### config.mk
export PLATFORM = sky130hd
export DESIGN_NAME = f1d_pipe
export DESIGN_NICKNAME = d
export VERILOG_FILES = /design/src/rtl/f1d_pipe.sv
export SDC_FILE = /design/constraint.sdc
export NUM_CORES = 1
export LEC_CHECK = 0
export BUFFER_PORTS_ARGS = -buffer_cell sky130_fd_sc_hd__buf_2
export CAP_MARGIN = 20
export CORE_ASPECT_RATIO = 1.1
export CORE_MARGIN = 2
export CORE_UTILIZATION = 32
export CTS_CLUSTER_DIAMETER = 200
export CTS_CLUSTER_SIZE = 8
export DETAILED_ROUTE_END_ITERATION = 6
export HOLD_SLACK_MARGIN = 0.1
export PLACE_DENSITY = 0.49
export REMOVE_ABC_BUFFERS = 1
export SLEW_MARGIN = 0
export SYNTH_ARGS = -nofsm -noshare
export SYNTH_HDL_FRONTEND = slang
export SYNTH_SLANG_ARGS = --single-unit
### constraint.sdc
create_clock -name CK -period 3.9 [get_ports CK]
set_clock_uncertainty 0.2 [all_clocks]
set_input_delay 0.195 -clock CK [delete_from_list [all_inputs] [get_ports CK]]
set_output_delay 0.195 -clock CK [all_outputs]
set_load 0.005 [all_outputs]
### src/rtl/f1d_pipe.sv
// Elastic DEPTH-stage register pipeline: DEPTH cycles from presentation to Q,
// bubbles collapse under stall, RDY drops only when every stage holds an item.
module f1d_pipe #(
  parameter int              WIDTH   = 16,
  parameter int              DEPTH   = 4,
  parameter logic [WIDTH-1:0] RST_VAL = '0
) (
  input  logic                         CK,
  input  logic                         RN,
  input  logic                         CE,
  input  logic                         FLUSH,
  input  logic [WIDTH-1:0]             D,
  input  logic                         VI,
  output logic                         RDY,
  output logic [WIDTH-1:0]             Q,
  output logic                         VO,
  input  logic                         RDYI,
  output logic [$clog2(DEPTH+1)-1:0]   COUNT
);

  localparam int CW = $clog2(DEPTH+1);

  logic [WIDTH-1:0] r_d [DEPTH];
  logic [DEPTH-1:0] r_v;
  logic [CW-1:0]    r_count;

  logic [DEPTH-1:0] w_rdy;
  logic [DEPTH-1:0] w_v_nxt;
  logic [CW-1:0]    w_count_nxt;
  logic             w_hole;

  // A stage may load when downstream can pop or any stage at/after it is empty.
  always_comb begin
    w_rdy  = '0;
    w_hole = RDYI;
    for (int k = DEPTH - 1; k >= 0; k--) begin
      w_hole   = w_hole | ~r_v[k];
      w_rdy[k] = w_hole;
    end
  end

  always_comb begin
    w_v_nxt     = r_v;
    w_count_nxt = '0;
    w_v_nxt[0]  = w_rdy[0] ? VI : r_v[0];
    for (int k = 1; k < DEPTH; k++) begin
      w_v_nxt[k] = w_rdy[k] ? r_v[k-1] : r_v[k];
    end
    for (int k = 0; k < DEPTH; k++) begin
      w_count_nxt = w_count_nxt + CW'(w_v_nxt[k]);
    end
  end

  // Flush wins over a frozen pipe; data registers are left untouched by it.
  always_ff @(posedge CK or negedge RN) begin
    if (!RN) begin
      for (int k = 0; k < DEPTH; k++) begin
        r_d[k] <= RST_VAL;
      end
      r_v     <= '0;
      r_count <= '0;
    end else if (FLUSH) begin
      r_v     <= '0;
      r_count <= '0;
    end else if (CE) begin
      if (w_rdy[0]) begin
        r_d[0] <= D;
      end
      for (int k = 1; k < DEPTH; k++) begin
        if (w_rdy[k]) begin
          r_d[k] <= r_d[k-1];
        end
      end
      r_v     <= w_v_nxt;
      r_count <= w_count_nxt;
    end
  end

  assign RDY   = w_rdy[0] & ~FLUSH & CE;
  assign VO    = r_v[DEPTH-1] & CE & ~FLUSH;
  assign Q     = r_d[DEPTH-1];
  assign COUNT = r_count;

endmodule

==> impl_metrics.prom <==
# TYPE chip_impl_metric gauge
chip_impl_info{name="status",value="finished, final reports clean"} 1
chip_impl_metric{name="grt_first_pass_wirelength",unit="um"} 8350
chip_impl_metric{name="post_route_cells_drive_above_1_share",unit="%"} 38.6
chip_impl_metric{name="initial_antenna_violation_count",unit=""} 0
chip_impl_metric{name="area_delta_synth_final",unit="%"} 21.9
chip_impl_metric{name="cp_data_required_time",unit="ns"} 3.92
chip_impl_info{name="worstPathCellList",value="dlygate4sd3_1 -> buf_2 -> and3b_1 -> a31oi_1 -> fa_1 -> inv_1 -> ha_1 -> ha_1 -> mux2i_1 -> nor2_1"} 1
chip_impl_metric{name="core",unit="mm2"} 0.00926
chip_impl_metric{name="globalRouteOverflowTotal",unit=""} 0
chip_impl_metric{name="worst_setup_hold_path_clk_slew",unit="ns"} 0.08
chip_impl_metric{name="max_slew.worst_pin.slew",unit="ns"} 0.893
chip_impl_metric{name="fp-row-count",unit=""} 37
chip_impl_metric{name="buffer_ports.inserted",unit=""} 42
chip_impl_info{name="setup_repair_after_global_routing_missed_its_margin",value="false"} 1
chip_impl_info{name="crit_path_end_kind",value="flip-flop"} 1
chip_impl_metric{name="yosys_warnings",unit=""} 0
chip_impl_metric{name="max_incr_delay_on_cp",unit="ns"} 0.56
chip_impl_metric{name="worstPathBufferInverterCount",unit=""} 3
chip_impl_metric{name="max-clock-path-buffers",unit=""} 2
chip_impl_metric{name="insertedDiodeCount",unit=""} 0
chip_impl_metric{name="power_density",unit="mW/mm2"} 581
chip_impl_metric{name="vdd.ir_drop.worst",unit="uV"} 202
chip_impl_metric{name="vias_per_cell",unit=""} 4.31
chip_impl_metric{name="floorplan.die.width",unit="um"} 96.4
chip_impl_info{name="commonest_cells_after_routing_fill_and_taps_aside",value="dfrtp_1 (71), buf_2 (41), mux2_1 (29), mux2_2 (25), dlygate4sd3_1 (22)"} 1
chip_impl_metric{name="number_of_buffers_created_by_cts",unit=""} 9
chip_impl_metric{name="clkLatencyLatePin",unit="ns"} 0.33
chip_impl_metric{name="drtAntennaViolNets",unit=""} 0
chip_impl_metric{name="die_area",unit="mm2"} 0.0102
chip_impl_info{name="ctsRootBufferMaster",value="clkbuf_8"} 1
chip_impl_metric{name="postRouteWirelength",unit="um"} 4940
chip_impl_metric{name="io_pins",unit=""} 43
chip_impl_metric{name="fmax",unit="GHz"} 0.402
chip_impl_metric{name="fin_setup_tns",unit="ns"} 0
chip_impl_info{name="tritoncts_clock_tree",value="yes"} 1
chip_impl_metric{name="die_h",unit="um"} 106
chip_impl_metric{name="global_route.usage.total",unit="%"} 11.1
chip_impl_metric{name="slew-limit-headroom",unit="%"} 40.4
chip_impl_metric{name="drt_iter0_drc",unit=""} 25
chip_impl_info{name="critical_path_class",value="primary input to flip-flop"} 1
chip_impl_metric{name="syn-mean-instance-area",unit="um2"} 15.2
chip_impl_metric{name="gp_congestion",unit=""} 0.656
chip_impl_metric{name="post_cts.repair.setup_buffers",unit=""} 0
chip_impl_metric{name="dp.final_hpwl",unit="um"} 2970
chip_impl_metric{name="slew_viol_final",unit=""} 0
chip_impl_metric{name="seq_area_frac_synth",unit="%"} 59.1
chip_impl_metric{name="cellLeakagePower",unit="nW"} 1.74
chip_impl_metric{name="fraction_of_the_core_area_covered_by_cells_at_the_end_of_the_flow",unit="%"} 39.5
chip_impl_info{name="netlist_top_cells_area",value="dfrtp_1 (59%), mux2_1 (11%), mux2_2 (9.4%)"} 1
chip_impl_metric{name="detailroute.via_count",unit=""} 1599
chip_impl_metric{name="final-hold-violation-count",unit=""} 0
chip_impl_metric{name="placed_cells",unit=""} 334
chip_impl_metric{name="initial_core_util",unit="%"} 32.4
chip_impl_metric{name="layoutNonFillerInstCount",unit=""} 371
chip_impl_metric{name="setup_viol",unit=""} 0
chip_impl_info{name="crit_family",value="adder cells"} 1
chip_impl_info{name="critPathLaunchType",value="primary input"} 1
chip_impl_metric{name="final_period_minus_worst_setup_slack",unit="ns"} 2.49
chip_impl_info{name="worst_path_slowest_cell",value="fa_1"} 1
chip_impl_metric{name="fin_nets",unit=""} 275
chip_impl_metric{name="synth.distinct_cells",unit=""} 26
chip_impl_metric{name="syn-instance-count",unit=""} 197
chip_impl_info{name="critPathMostFrequentCell",value="ha_1"} 1
chip_impl_metric{name="timing.critical_path.arrival",unit="ns"} 2.51
chip_impl_metric{name="routed_wire_length_per_instance",unit="um"} 13.3
chip_impl_metric{name="drt_first_pass_iters",unit=""} 7
chip_impl_metric{name="maxCapViolCount",unit=""} 0
chip_impl_info{name="worst_hold_path_type",value="flip-flop to flip-flop"} 1
chip_impl_metric{name="timing.critical_path.fanout_max",unit=""} 4
chip_impl_metric{name="num-fill-cells",unit=""} 903
chip_impl_metric{name="cts_htree_levels",unit=""} 3
chip_impl_info{name="most_frequent_standard_cell_in_the_layout_excluding_fill_and_tap_cells",value="dfrtp_1"} 1
chip_impl_metric{name="drc",unit=""} 0
chip_impl_metric{name="netlist.area_leader.share",unit="%"} 59.1
chip_impl_metric{name="clock_sinks",unit=""} 71
chip_impl_metric{name="finalCritPeriodShare",unit="%"} 63.8
chip_impl_metric{name="number_of_global_route_vias_before_repair",unit=""} 1628
chip_impl_metric{name="post_synth_instance_area",unit="mm2"} 0.00300
chip_impl_info{name="synth_area_leader_cell",value="dfrtp_1"} 1
chip_impl_metric{name="ys_seq_elements",unit=""} 71
chip_impl_metric{name="maximum_number_of_pins_on_one_net_before_global_route_repair",unit=""} 72
cells by family after synthesis:
logic type	count (synthesis)	synth area share, %
compound gates	10	2.62
buf+inv	28	6.87
flops	71	59.1
simple gates	18	3.62
fa+ha+maj	3	1.50
mux	67	26.2
worst paths after layout:
path / from / to / slack [ns] / depth (start not counted)
worst max-delay path: RDYI / COUNT[1] / 1.41 / 10
min in group asynchronous: RN / Q[5] / 0.34 / 2
worst max register to register: r_v[2] / COUNT[1] / 1.53 / 8
worst min register to register: r_d[46] / r_d[30] / 0.28 / 1
max in group asynchronous: RN / r_d[29] / 2.58 / 2
worst min-delay path: r_d[46] / r_d[30] / 0.28 / 1
through the flow:
stage          total power (W)  hold WS [ns]  cell area (um2)  worst slack, ns
6_report               0.00213         0.278             3660             1.41
5_1_grt                0.00227         0.299             3660             1.32
3_5_place_dp           0.00138         0.197             3180             1.55
3_3_place_gp           0.00136         0.185             3180             1.57
2_1_floorplan          0.00123        -0.301             2820             1.67
4_1_cts                0.00217         0.287             3660             1.43
layout make-up:
class | count | area, um2 | share of cell area (%)
clock buffer | 9 | 124 | 3.38
sequential | 71 | 1780 | 48.5
multi-input combinational | 98 | 1020 | 27.9
tap | 117 | 146 | 4.00
timing repair buffer | 65 | 440 | 12.0
clock inverter | 6 | 134 | 3.66
inverter | 5 | 18.8 | 0.513
Yosys cell counts, drive strengths merged:
| cell | instances |
|---|---|
| dfrtp | 71 |
| mux2 | 64 |
| buf | 22 |
| nand2 | 6 |
| nor2 | 6 |
| inv | 5 |
| o21ai | 4 |
| a21oi | 3 |
| mux2i | 3 |
| ha | 2 |
| nor2b | 2 |
| a211oi | 1 |
| a22oi | 1 |
| a31oi | 1 |
| and2 | 1 |
| and3b | 1 |
| clkbuf | 1 |
| fa | 1 |
| nand2b | 1 |
| nand3b | 1 |
registers in the layout, indices dropped and copies added (netlist names):
| register | cells |
|---|---|
| r_v | 4 |
| COUNT | 3 |
| Q | 16 |
| r_d | 48 |
metal layers:
metal	track usage [%]	share of wire (%)	up-vias
met5	0	0	-
met4	5.43	1.2	0
met3	3.57	3.9	4
met2	16.3	48	28
met1	14.6	47	803
li1	-	-	764
worst reg2reg max path, cell delays in order, from the launching register on:
cell and delay, ns:
dfrtp_1 0.44, and3b_1 0.24, a31oi_1 0.15, fa_1 0.56, inv_1 0.04, ha_1 0.19, ha_1 0.26, mux2i_1 0.13
nor2_1 0.05
report_power, final:
group	internal [W]	switching (W)
sequential	0.000928	0.0000902
combinational	0.000230	0.000121
clock	0.000486	0.000271
repair_timing:
action	in CTS	in global routing
resized for setup	0	0
hold buffers	22	0
hold endpoints to repair	94	0
Power figures use the tool's default switching activity.
